$ cat config.mk
export PLATFORM = sky130hd
export DESIGN_NAME = event_sync_collector
export DESIGN_NICKNAME = d
export VERILOG_FILES = /design/src/rtl/event_sync_collector.sv
export SDC_FILE = /design/constraint.sdc
export NUM_CORES = 1
export LEC_CHECK = 0
export BUFFER_PORTS_ARGS = -buffer_cell sky130_fd_sc_hd__buf_2
export CORE_ASPECT_RATIO = 1.4
export CORE_MARGIN = 4
export CORE_UTILIZATION = 40
export DETAILED_ROUTE_END_ITERATION = 8
export PLACE_DENSITY = 0.66
export SLEW_MARGIN = 10
export SYNTH_ARGS = -nofsm -noshare
export SYNTH_HDL_FRONTEND = slang
export SYNTH_SLANG_ARGS = --single-unit
$ cat constraint.sdc
create_clock -name clk50 -period 1.65 [get_ports clk50]
set_clock_uncertainty 0.2 [all_clocks]
set_input_delay 0.33 -clock clk50 [delete_from_list [all_inputs] [get_ports clk50]]
set_output_delay 0.33 -clock clk50 [all_outputs]
set_load 0.03 [all_outputs]
$ cat src/rtl/event_sync_collector.sv
// Multi-channel event collector: synchronises foreign-domain event levels into clk50, latches
// rising edges as sticky pending flags, raises a masked priority irq and counts missed events.
module event_sync_collector #(
    parameter int unsigned NUM_CH      = 4,
    parameter int unsigned SYNC_STAGES = 2,
    parameter int unsigned CNT_W       = 8,
    localparam int unsigned IDW        = (NUM_CH > 1) ? $clog2(NUM_CH) : 1
) (
    input  logic                    clk50,
    input  logic                    reset,
    input  logic [NUM_CH-1:0]       evt_async,
    input  logic [NUM_CH-1:0]       irq_mask,
    input  logic                    ack_valid,
    input  logic [IDW-1:0]          ack_id,
    input  logic                    miss_clr,
    output logic [NUM_CH-1:0]       pending,
    output logic                    irq,
    output logic [IDW-1:0]          irq_id,
    output logic                    ack_err,
    output logic [NUM_CH*CNT_W-1:0] miss_cnt
);

    logic [NUM_CH-1:0] sync_q [SYNC_STAGES];
    logic [NUM_CH-1:0] lvl;
    logic [NUM_CH-1:0] lvl_prev_q;
    logic [NUM_CH-1:0] rise;

    logic [NUM_CH-1:0] pending_q, pending_d;
    logic              ack_err_q, ack_err_d;
    logic [CNT_W-1:0]  cnt_q [NUM_CH];
    logic [CNT_W-1:0]  cnt_d [NUM_CH];

    logic [NUM_CH-1:0] ack_sel;
    logic [NUM_CH-1:0] ack_hit;
    logic [NUM_CH-1:0] miss_inc;
    logic [NUM_CH-1:0] irq_src;

    assign lvl  = sync_q[SYNC_STAGES-1];
    assign rise = lvl & ~lvl_prev_q;

    // Out-of-range ack_id decodes to no channel, so it falls into the invalid-ack path.
    always_comb begin
        ack_sel = '0;
        for (int unsigned i = 0; i < NUM_CH; i++) begin
            ack_sel[i] = ack_valid && (ack_id == IDW'(i));
        end
    end

    assign ack_hit   = ack_sel & pending_q;
    assign ack_err_d = ack_valid && (ack_hit == '0);
    assign miss_inc  = rise & pending_q & ~ack_hit;
    // A rise wins over a same-cycle ack: the old event is consumed, the new one latched.
    assign pending_d = rise | (pending_q & ~ack_hit);

    always_comb begin
        for (int unsigned i = 0; i < NUM_CH; i++) begin
            cnt_d[i] = cnt_q[i];
            if (miss_clr) begin
                cnt_d[i] = '0;
            end else if (miss_inc[i] && (cnt_q[i] != {CNT_W{1'b1}})) begin
                cnt_d[i] = cnt_q[i] + CNT_W'(1);
            end
        end
    end

    always_ff @(posedge clk50) begin
        if (reset) begin
            for (int unsigned k = 0; k < SYNC_STAGES; k++) begin
                sync_q[k] <= '0;
            end
            lvl_prev_q <= '0;
            pending_q  <= '0;
            ack_err_q  <= 1'b0;
            for (int unsigned i = 0; i < NUM_CH; i++) begin
                cnt_q[i] <= '0;
            end
        end else begin
            sync_q[0] <= evt_async;
            for (int unsigned k = 1; k < SYNC_STAGES; k++) begin
                sync_q[k] <= sync_q[k-1];
            end
            lvl_prev_q <= lvl;
            pending_q  <= pending_d;
            ack_err_q  <= ack_err_d;
            for (int unsigned i = 0; i < NUM_CH; i++) begin
                cnt_q[i] <= cnt_d[i];
            end
        end
    end

    assign pending = pending_q;
    assign ack_err = ack_err_q;
    assign irq_src = pending_q & ~irq_mask;
    assign irq     = |irq_src;

    // Scan from the top so the lowest-index active channel is the last assignment.
    always_comb begin
        irq_id = '0;
        for (int i = int'(NUM_CH) - 1; i >= 0; i--) begin
            if (irq_src[i]) begin
                irq_id = IDW'(i);
            end
        end
    end

    always_comb begin
        miss_cnt = '0;
        for (int unsigned i = 0; i < NUM_CH; i++) begin
            miss_cnt[i*CNT_W +: CNT_W] = cnt_q[i];
        end
    end

endmodule

Word level (Yosys, flattened, before mapping)
Memory sizes are Yosys's and may differ from the RTL's. Cells that the tools add are included.

Bits in registers: 9. RAM bits: 40. Bits of input ports: 14. Logic and storage cells: 65. Memories kept: 2.

$add $sub $neg: 4. Eq/ne operators: 7. Muxes and demuxes: 21. Bitwise operators: 16. Reductions and logical operators: 12.

Memories: cnt_q (depth 4, width 8, read ports 4, clocked after memory_dff 0, write ports 4, line 30) `logic [CNT_W-1:0] cnt_q [NUM_CH];`; sync_q (depth 2, width 4, read ports 2, clocked after memory_dff 0, write ports 2, line 23) `logic [NUM_CH-1:0] sync_q [SYNC_STAGES];`.

Operator list (count): $mux W8 (12); $add A8 B1 Y8 const B (4); $ne A8 B8 Y1 const B (4); $and A4 B4 Y4 (6); $not A4 Y4 (3); $logic_and A1 B1 Y1 (9); $mux W2 (4); $mux W4 (2); $or A1 B1 Y1 (6); $eq A2 B2 Y1 const B (2); $logic_not A4 Y1 (1); $or A4 B4 Y4 (1); $reduce_or A4 Y1 (1); $mux W1 (3); $eq A2 B1 Y1 const B (1); $logic_not A2 Y1 (1).

Logic depth before layout (Yosys ltp)
Gate-level depths: netlist of run 1.

Word-level depth: 9. Depth in mapped cells: 6. Mapped depth without buffers: 5.

Worst setup path before layout of run 1
Ideal clock, no wire load.

Kind: register -> output. From: register pending_q[3], in the netlist pending[3]. To: output port irq_id[1]. Data arrival time: 1.484 ns. Required time: 1.120 ns. Setup slack: -0.364 ns. Stages on the path, launching flop included: 4. Cells stage by stage: dfxtp_1 > nor2b_1 > a21oi_1 > nor3_1.

Word-level cells in the longest chain between the ends: 5.

Ends and longest elaborated chain: start, declared (line 28) `logic [NUM_CH-1:0] pending_q, pending_d;`; start signal, assigned (line 83) `pending_q <= pending_d;`; $and A4 B4 Y4 (line 93) `assign irq_src = pending_q & ~irq_mask;`; $mux W2 (4 in series) (line 100) `if (irq_src[i]) begin`; end, declared (line 18) `output logic [IDW-1:0] irq_id,`.

Every way passes these cells.

Final worst setup path of run 1
From: register pending_q[1], in the netlist pending[1]. To: output port irq_id[1].

Word-level cells in the longest chain between the ends: 3.

Ends and longest elaborated chain (line): $and A4 B4 Y4 (93); $mux W2 (2 in series) (100).

Every way passes these cells.

==> impl_metrics.py, run 1 <==
metrics = {
    "finish": {
        "nFillCells": 476,
        "nNetsFinal": 377,
        "area_growth_syn_to_layout_pct": 48.2,
        "drive_above_1_share_pct": 47.5,
        "post-route-util_pct": 61.4,
        "n_antenna_cell": 0,
    },
    "sta": {
        "setup_ws_ns": -0.0774,
        "setup_viol": 3,
        "slew_headroom_pct": 72.8,
        "rsz0062_at_grt": "true",
        "hold_viol": 0,
        "tightest_slew_ns": 0.408,
        "min_period_ns": 1.73,
        "drv_slew": 0,
        "period_share_pct": 105,
        "clock.fmax_mhz": 579,
    },
    "run_status": {
        "status": "finished with violations",
        "violations": "negative setup slack",
    },
    "worst_setup_path": {
        "critical_path.cell_chain": "nor2b_4, buf_6, nor3_4, buf_6",
        "end_kind": "output port",
        "path_class": "flip-flop to output port",
        "crit_top_cell": "buf_6",
        "startpoint_type": "flip-flop",
        "crit_fanout": 3,
        "cp_num_buf_inv": 2,
        "r2r_slack_ns": 0.02,
        "critPathTopFamily": "flip-flops",
        "cp_data_arrival_time_ns": 1.20,
        "max_stage_delay_ns": 0.35,
        "slowest_stage": "dfxtp_4",
        "worstPathRequired_ns": 1.12,
    },
    "logic_synthesis": {
        "ys_top_cells_by_count": "dfxtp_1, a21oi_1, nor2b_1",
        "post-synth-top-count-cell": "dfxtp_1",
        "yosys_warnings": 0,
        "synth_nets": 282,
        "synth_top_cell_by_area": "dfxtp_1",
        "ys_ff_latch": 49,
        "async_flop_share_pct": 0,
        "synthTopCellsByArea": "dfxtp_1, a21oi_1, nor2b_1",
        "synth-edff-count": 0,
        "avgSynthCellArea_um2": 8.73,
        "synth_top_area_share_pct": 42.6,
        "yosysSeqAreaShare_pct": 42.6,
        "synthesis.area_mm2": 0.00230,
        "syn_inst": 264,
        "yosys_most_used_dff": "dfxtp_1",
        "synth_cell_types": 40,
    },
    "route": {
        "wl_um": 6290,
        "viasPerCell": 5.57,
        "first_pass_iters": 4,
        "drtAntennaViolNets": 0,
        "route.detailed.drc": 0,
        "vias": 2386,
        "wl_per_cell_um": 14.7,
        "drt-initial-drc-count": 52,
    },
    "cts": {
        "hold_buffers": 0,
        "cts_buffers": 5,
        "clkSinkCount": 49,
        "clock_path_buffers": 2,
        "cts_tree": "done",
        "clkTransAtPathRegs_ns": 0.09,
        "cts_root_buf": "clkbuf_8",
        "h-tree-depth": 2,
        "clk_latency_ns": 0.30,
    },
    "pwr": {
        "vdd.ir_drop.worst_v": 0.000593,
        "power.switching_w": 0.000525,
        "p_sw_share_pct": 21.8,
        "pwr-share-seq_pct": 49.9,
        "comb_power_share_pct": 8.5,
        "clkPwrFrac_pct": 41.5,
        "power_per_cell_area_mw_per_mm2": 705,
        "p_int_w": 0.00188,
        "leakage_nw": 1.40,
    },
    "global_route": {
        "antenna_found_initial": 0,
        "grt_util_all_layers_pct": 17.2,
        "grt_overflow_total": 0,
        "grt_pass1_wl_um": 10100,
        "grt_pass1_vias": 2242,
        "grt_max_degree": 21,
    },
    "die": {
        "rows": 32,
        "die_area_mm2": 0.00706,
        "core_area_mm2": 0.00557,
        "die_h_um": 97.8,
        "initial_utilization_pct": 41.4,
        "dieWidth_um": 72.2,
        "io_pins": 54,
    },
    "hold_path": {
        "hold_path.class": "input port to flip-flop",
    },
    "place": {
        "hpwl_um": 4260,
        "gp_congestion": 0.775,
        "dp_slack_ns": -0.146,
        "portBuffers": 53,
    },
    "flow_run": {
        "cap_violations": 0,
    },
}
-- power groups by stage --
stage | clock network (W) | logic, W | registers [W]
2_1_floorplan | 0 | 0.0000869 | 0.00125
3_3_place_gp | 0 | 0.000165 | 0.00124
3_5_place_dp | 0 | 0.000167 | 0.00124
4_1_cts | 0.00102 | 0.000188 | 0.00121
5_1_grt | 0.00106 | 0.000222 | 0.00120
6_report | 0.00100 | 0.000205 | 0.00120
-- registers in the layout (all words and copies together) (netlist names) --
register,count
ack_err,1
cnt_q,32
lvl_prev_q,4
pending,4
sync_q,8
-- cell type report --
class | instances | area [um^2] | area share (%)
clock buffer | 5 | 68.8 | 2.02
clock inverter | 3 | 65.1 | 1.91
inverter | 6 | 22.5 | 0.660
multi-input combinational | 200 | 1520 | 44.4
sequential | 49 | 1030 | 30.1
tap | 68 | 85.1 | 2.49
timing repair buffer | 97 | 627 | 18.4
-- kinds of logic after synthesis --
family          share of synthesized area, %
mux                                     1.79
buf+inv                                 3.80
fa+ha+maj                               2.17
compound gates                          17.2
simple gates                            32.5
flops                                   42.6
-- metrics by stage --
step / cells / instance area, um^2 / power [W] / setup TNS, ns / hold WS [ns]
2_1_floorplan: 264 / 2380 / 0.00134 / -0.0123 / 0.214
3_3_place_gp: 413 / 2970 / 0.00140 / -1.37 / 0.218
3_5_place_dp: 413 / 2970 / 0.00141 / -1.78 / 0.226
4_1_cts: 426 / 3210 / 0.00241 / -0.211 / 0.0379
5_1_grt: 428 / 3410 / 0.00249 / -0.465 / 0.0540
6_report: 428 / 3410 / 0.00241 / -0.192 / 0.0382
-- layout by cell type (no fill, tap or decap), drive strengths merged, types with 4 or more instances in the layout --
cell type / netlist / layout
o21ai: 7 / 7
o311ai: 4 / 4
o31ai: 8 / 8
nor2b: 20 / 20
a21oi: 25 / 25
nand2: 16 / 16
nand3: 20 / 21
dfxtp: 49 / 49
or4: 8 / 8
buf: 4 / 97
nor2: 16 / 16
inv: 6 / 6
ha: 4 / 4
nor3: 8 / 9
o41ai: 4 / 4
nand4: 5 / 5
nor4: 7 / 7
clkbuf: 7 / 5
nand3b: 10 / 10
or3: 6 / 6
-- path summary, 6_finish.rpt --
check,from,endpoint,depth (start not counted)
worst max register to register,cnt_q[0][6]$_SDFFE_PP0P_,cnt_q[0][7]$_SDFFE_PP0P_,4
worst min register to register,sync_q[0][3]$_SDFF_PP0_,sync_q[0][7]$_SDFF_PP0_,1
worst max-delay path,pending[1]$_SDFF_PP0_,irq_id[1],4
worst min-delay path,evt_async[1],sync_q[0][1]$_SDFF_PP0_,2
-- timing repair --
item	4_1_cts	5_1_grt
setup endpoints to repair	8	24
gates resized for setup	19	47
pin swaps	5	10
setup buffers	4	3
gates cloned	1	1
-- metal layers --
layer | track usage (%) | share of wire, % | vias to the layer above
met5 | 0 | 0 | -
met4 | 5.07 | 1.4 | 0
met3 | 3.30 | 4.1 | 7
met2 | 29.9 | 53 | 49
met1 | 21.2 | 41 | 1141
li1 | - | - | 1189
Power figures use the tool's default switching activity.
==> run 2, diff against run 1 <==
--- a/config.mk
+++ b/config.mk
@@ -6,7 +6,6 @@
 export NUM_CORES = 1
 export LEC_CHECK = 0
 export BUFFER_PORTS_ARGS = -buffer_cell sky130_fd_sc_hd__buf_2
-export CORE_ASPECT_RATIO = 1.4
 export CORE_MARGIN = 4
 export CORE_UTILIZATION = 40
 export DETAILED_ROUTE_END_ITERATION = 8
==> run 2 against run 1 <==
The flow still finishes with violations (negative setup slack); routed wire length fell by 4.2%; cell area fell by 3.4%; worst hold slack lost 0.0079 ns; fmax up 2.0%; highest routed layer unchanged.
==> impl_metrics.py, run 2 (synthesis results as in run 1) <==
metrics = {
    "pwr": {
        "power_per_cell_area_mw_per_mm2": 634,
        "leakage_nw": 1.34,
        "vdd.ir_drop.worst_v": 0.000355,
    },
    "cts": {
        "clk_latency_ns": 0.30,
        "cts_buffers": 5,
        "cts_tree": "done",
        "clkSinkCount": 49,
        "clock_path_buffers": 2,
        "cts_root_buf": "clkbuf_8",
        "h-tree-depth": 2,
        "hold_buffers": 0,
        "clkTransAtPathRegs_ns": 0.09,
    },
    "global_route": {
        "antenna_found_initial": 0,
        "grt_pass1_vias": 2068,
        "grt_util_all_layers_pct": 16.0,
        "grt_pass1_wl_um": 9300,
        "grt_max_degree": 21,
        "grt_overflow_total": 0,
    },
    "place": {
        "hpwl_um": 4140,
        "dpl-instance-area_mm2": 0.00294,
        "gp_congestion": 0.784,
        "portBuffers": 53,
        "placed_cells": 414,
    },
    "sta": {
        "period_share_pct": 103,
        "hold_viol": 0,
        "slew_headroom_pct": 75.3,
        "setup_viol": 3,
        "whs_ns": 0.0302,
        "clock.fmax_mhz": 591,
        "min_period_ns": 1.69,
        "rsz0062_at_grt": "true",
        "setup_ws_ns": -0.0435,
        "tightest_slew_ns": 0.362,
        "drv_slew": 0,
    },
    "route": {
        "viasPerCell": 5.43,
        "vias": 2323,
        "route.detailed.drc": 0,
        "drtAntennaViolNets": 0,
        "drt-initial-drc-count": 85,
        "wl_um": 6020,
        "wl_per_cell_um": 14.1,
        "first_pass_iters": 4,
    },
    "worst_setup_path": {
        "startpoint_type": "flip-flop",
        "crit_fanout": 2,
        "cp_data_arrival_time_ns": 1.16,
        "end_kind": "output port",
        "worstPathRequired_ns": 1.12,
        "path_class": "flip-flop to output port",
    },
    "hold_path": {
        "hold_path.class": "input port to flip-flop",
    },
    "die": {
        "dieWidth_um": 83.9,
        "initial_utilization_pct": 41.6,
        "die_h_um": 83.9,
        "core_area_mm2": 0.00554,
        "die_area_mm2": 0.00704,
        "io_pins": 54,
        "rows": 27,
    },
    "finish": {
        "mostFrequentLayoutCell": "buf_2",
        "stdcell_area_mm2": 0.00330,
        "regMostFlops": "cnt_q",
        "area_growth_syn_to_layout_pct": 43.1,
        "stdcell_count": 428,
        "nNetsFinal": 373,
        "nFillCells": 489,
        "n_antenna_cell": 0,
        "largest_reg_flops": 32,
        "top_regs": "cnt_q x32, sync_q x8",
        "drive_above_1_share_pct": 45.8,
        "layout_common_cells": "buf_2, buf_4, dfxtp_1",
        "post-route-util_pct": 59.5,
    },
    "run_status": {
        "violations": "negative setup slack",
        "status": "finished with violations",
    },
    "flow_run": {
        "cap_violations": 0,
    },
}
[run 2: final timing paths]
path / from / to / slack, ns / cells after the start
min reg2reg: sync_q[0][2]$_SDFF_PP0_ / sync_q[0][6]$_SDFF_PP0_ / 0.24 / 1
max: pending[3]$_SDFF_PP0_ / irq / -0.04 / 4
max reg2reg: cnt_q[1][1]$_SDFFE_PP0P_ / cnt_q[1][3]$_SDFFE_PP0P_ / 0.04 / 5
min: evt_async[3] / sync_q[0][3]$_SDFF_PP0_ / 0.03 / 2
[run 2: cell type report]
| type | count | area [um^2] | share of cell area [%] |
|---|---|---|---|
| Clock buffer | 8 | 80.1 | 2.43 |
| Inverter | 6 | 22.5 | 0.683 |
| Multi-Input combinational cell | 199 | 1490 | 45.1 |
| Sequential cell | 49 | 1020 | 31.1 |
| Tap cell | 72 | 90.1 | 2.73 |
| Timing Repair Buffer | 94 | 592 | 17.9 |
[run 2: metrics by stage]
step | TNS (ns) | total power [W] | setup slack (ns)
after floorplan | -0.0123 | 0.00134 | -0.0123
after global placement | -1.05 | 0.00140 | -0.139
after detailed placement | -1.36 | 0.00140 | -0.143
after CTS | -0.120 | 0.00210 | -0.0462
after global routing | -0.314 | 0.00216 | -0.0832
final | -0.108 | 0.00209 | -0.0435
[run 2: metal layers]
layer	vias up	share of wire, %	routed length (um)	track usage [%]
met5	-	0	0	0
met4	0	1.3	76	5.41
met3	6	5.7	341	4.05
met2	69	47	2840	26.3
met1	1079	46	2760	20.3
li1	1169	-	-	-
[run 2: power by group]
group	internal (W)	leakage, nW	total [W]	switching [W]
logic	0.0000856	0.894	0.000192	0.000106
clock network	0.000302	0.0395	0.000694	0.000392
registers	0.00119	0.409	0.00120	0.0000128
total	0.00158	1.34	0.00209	0.000511
[run 2: timing repair]
item | in CTS | in global routing
cloned | 0 | 1
pin swaps | 2 | 9
setup buffers | 3 | 4
setup endpoints to repair | 5 | 28
resized for setup | 18 | 40
[run 2: critical path, stage by stage (launching register included)]
cell	delay [ns]
dfxtp_4	0.36
nor2b_4	0.13
a21oi_4	0.14
nand2_1	0.09
buf_6	0.14
==> run 3, diff against run 2 <==
--- a/config.mk
+++ b/config.mk
@@ -7,9 +7,9 @@
 export LEC_CHECK = 0
 export BUFFER_PORTS_ARGS = -buffer_cell sky130_fd_sc_hd__buf_2
 export CORE_MARGIN = 4
-export CORE_UTILIZATION = 40
+export CORE_UTILIZATION = 48
 export DETAILED_ROUTE_END_ITERATION = 8
-export PLACE_DENSITY = 0.66
+export PLACE_DENSITY = 0.76
 export SLEW_MARGIN = 10
 export SYNTH_ARGS = -nofsm -noshare
 export SYNTH_HDL_FRONTEND = slang
==> run 3 against run 2 <==
The run still ends with negative setup slack left; sequential share of layout area down 1.0 points; sequential cell count stayed put; die area down 15%; power is 2.5% higher; clock-buffer cell count decreased by 1; setup slack lost 0.035 ns; fmax decreased by 2.0%; non-clock buffer count increased by 5.
==> impl_metrics.py, run 3 (synthesis results as in run 1) <==
metrics = {
    "run_status": {
        "status": "finished with violations",
        "violations": "negative setup slack",
    },
    "global_route": {
        "gr-usage-met1_pct": 26.0,
        "grt_overflow_total": 0,
        "met3_usage_pct": 4.45,
        "grt_pass1_vias": 2163,
        "grt_util_all_layers_pct": 20.1,
        "grt_pass1_wl_um": 9920,
        "top_usage_layer": "met2",
        "use_met2_pct": 33.4,
        "grt_max_degree": 14,
        "antenna_found_initial": 0,
    },
    "die": {
        "io_pins": 54,
        "core_area_mm2": 0.00450,
        "rows": 24,
        "initial_utilization_pct": 51.2,
        "die_h_um": 77.3,
        "die_area_mm2": 0.00597,
        "dieWidth_um": 77.3,
    },
    "sta": {
        "setup_ws_ns": -0.0786,
        "rsz0062_at_grt": "true",
        "drv_slew": 0,
        "min_period_ns": 1.73,
        "clock.fmax_mhz": 579,
        "hold_viol": 0,
        "slew_headroom_pct": 78.3,
        "period_share_pct": 105,
        "tightest_slew_ns": 0.317,
        "setup_viol": 4,
    },
    "place": {
        "hpwl_um": 4240,
        "dpl-instance-area_mm2": 0.00288,
        "dp_slack_ns": -0.237,
        "portBuffers": 53,
        "gp_congestion": 0.845,
    },
    "route": {
        "drt-initial-drc-count": 151,
        "vias": 2498,
        "wl_um": 6880,
        "wl_per_cell_um": 16.6,
        "viasPerCell": 6.03,
        "route.detailed.drc": 0,
        "drtAntennaViolNets": 0,
        "first_pass_iters": 5,
    },
    "worst_setup_path": {
        "r2r_cells": 6,
        "r2r-start": "sync_q[0][7]$_SDFF_PP0_",
        "crit_fanout": 4,
        "r2r_slack_ns": -0.02,
        "worstPathRequired_ns": 1.12,
        "startpoint": "pending[2]$_SDFF_PP0_",
        "end_kind": "output port",
        "reg2reg_to": "cnt_q[3][4]$_SDFFE_PP0P_",
        "startpoint_type": "flip-flop",
        "path_class": "flip-flop to output port",
        "critical_path.endpoint": "irq_id[0]",
        "cp_data_arrival_time_ns": 1.20,
    },
    "cts": {
        "h-tree-depth": 2,
        "clkTransAtPathRegs_ns": 0.09,
        "clock_path_buffers": 2,
        "clk_latency_ns": 0.30,
        "cts_tree": "done",
        "cts_buffers": 5,
        "cts_root_buf": "clkbuf_8",
        "clkSinkCount": 49,
    },
    "finish": {
        "stdcell_area_mm2": 0.00342,
        "post-route-util_pct": 75.9,
        "layout_common_cells": "buf_2, buf_4, dfxtp_1",
        "top_regs": "cnt_q x32, sync_q x8",
        "mostFrequentLayoutCell": "buf_2",
        "drive_above_1_share_pct": 50.0,
        "regMostFlops": "cnt_q",
        "area_growth_syn_to_layout_pct": 48.3,
        "n_antenna_cell": 0,
        "largest_reg_flops": 32,
        "nNetsFinal": 380,
    },
    "pwr": {
        "vdd.ir_drop.worst_v": 0.000582,
        "leakage_nw": 1.40,
        "power_per_cell_area_mw_per_mm2": 627,
    },
    "flow_run": {
        "cap_violations": 0,
    },
    "hold_path": {
        "hold_path.class": "input port to flip-flop",
    },
}
## run 3: cell count changes in the layout (fill, tap and decap cells not counted), sizes merged
cell    change
clkbuf      -1
nand3       +2
buf         +5
## run 3: critical path, stage by stage, from the launching register on
cell and delay, ns:
dfxtp_4 0.41, buf_6 0.12, nand2_2 0.04, a21oi_2 0.13
nor2_2 0.06, buf_6 0.14
## run 3: worst min-delay path by stage
stage,depth (start not counted),to,start,slack [ns]
global route,2,sync_q[0][2]$_SDFF_PP0_,evt_async[2],0.04
finish,2,sync_q[0][1]$_SDFF_PP0_,evt_async[1],0.03
floorplan,1,sync_q[0][4]$_SDFF_PP0_,sync_q[0][0]$_SDFF_PP0_,0.21
global placement,1,sync_q[0][4]$_SDFF_PP0_,sync_q[0][0]$_SDFF_PP0_,0.22
CTS,2,sync_q[0][2]$_SDFF_PP0_,evt_async[2],0.03
detailed placement,1,sync_q[0][4]$_SDFF_PP0_,sync_q[0][0]$_SDFF_PP0_,0.23
## run 3: layout make-up
type                       count  area, um^2
timing repair buffer          99         659
fill                         305        1090
tap                           52        65.1
inverter                       6        22.5
multi-input combinational    201        1560
sequential                    49        1030
clock buffer                   7        86.3
## run 3: what timing repair did
item / 4_1_cts / 5_1_grt
gates resized for setup: 21 / 61
setup buffers: 6 / 8
setup endpoints to repair: 14 / 29
pin swaps: 7 / 7
hold buffers: 0 / 0
gates cloned: 2 / 1
## run 3: power by group
| part | switching [W] | internal (W) |
|---|---|---|
| Sequential | 0.0000127 | 0.00119 |
| Clock | 0.000391 | 0.000334 |
| Combinational | 0.000119 | 0.0000942 |
## run 3: per-stage QoR
stage	cells	TNS [ns]	hold slack, ns	total power [W]
2_1_floorplan	264	-0.0123	0.214	0.00134
3_3_place_gp	390	-1.97	0.219	0.00140
3_5_place_dp	390	-3.09	0.230	0.00140
4_1_cts	405	-0.195	0.0307	0.00213
5_1_grt	414	-0.682	0.0388	0.00222
6_report	414	-0.195	0.0349	0.00214
## run 3: routing by layer
metal	vias up	part of all wire [%]
met3	12	4.9
met1	1222	44
met4	0	1.2
met5	-	0
li1	1195	-
met2	69	49
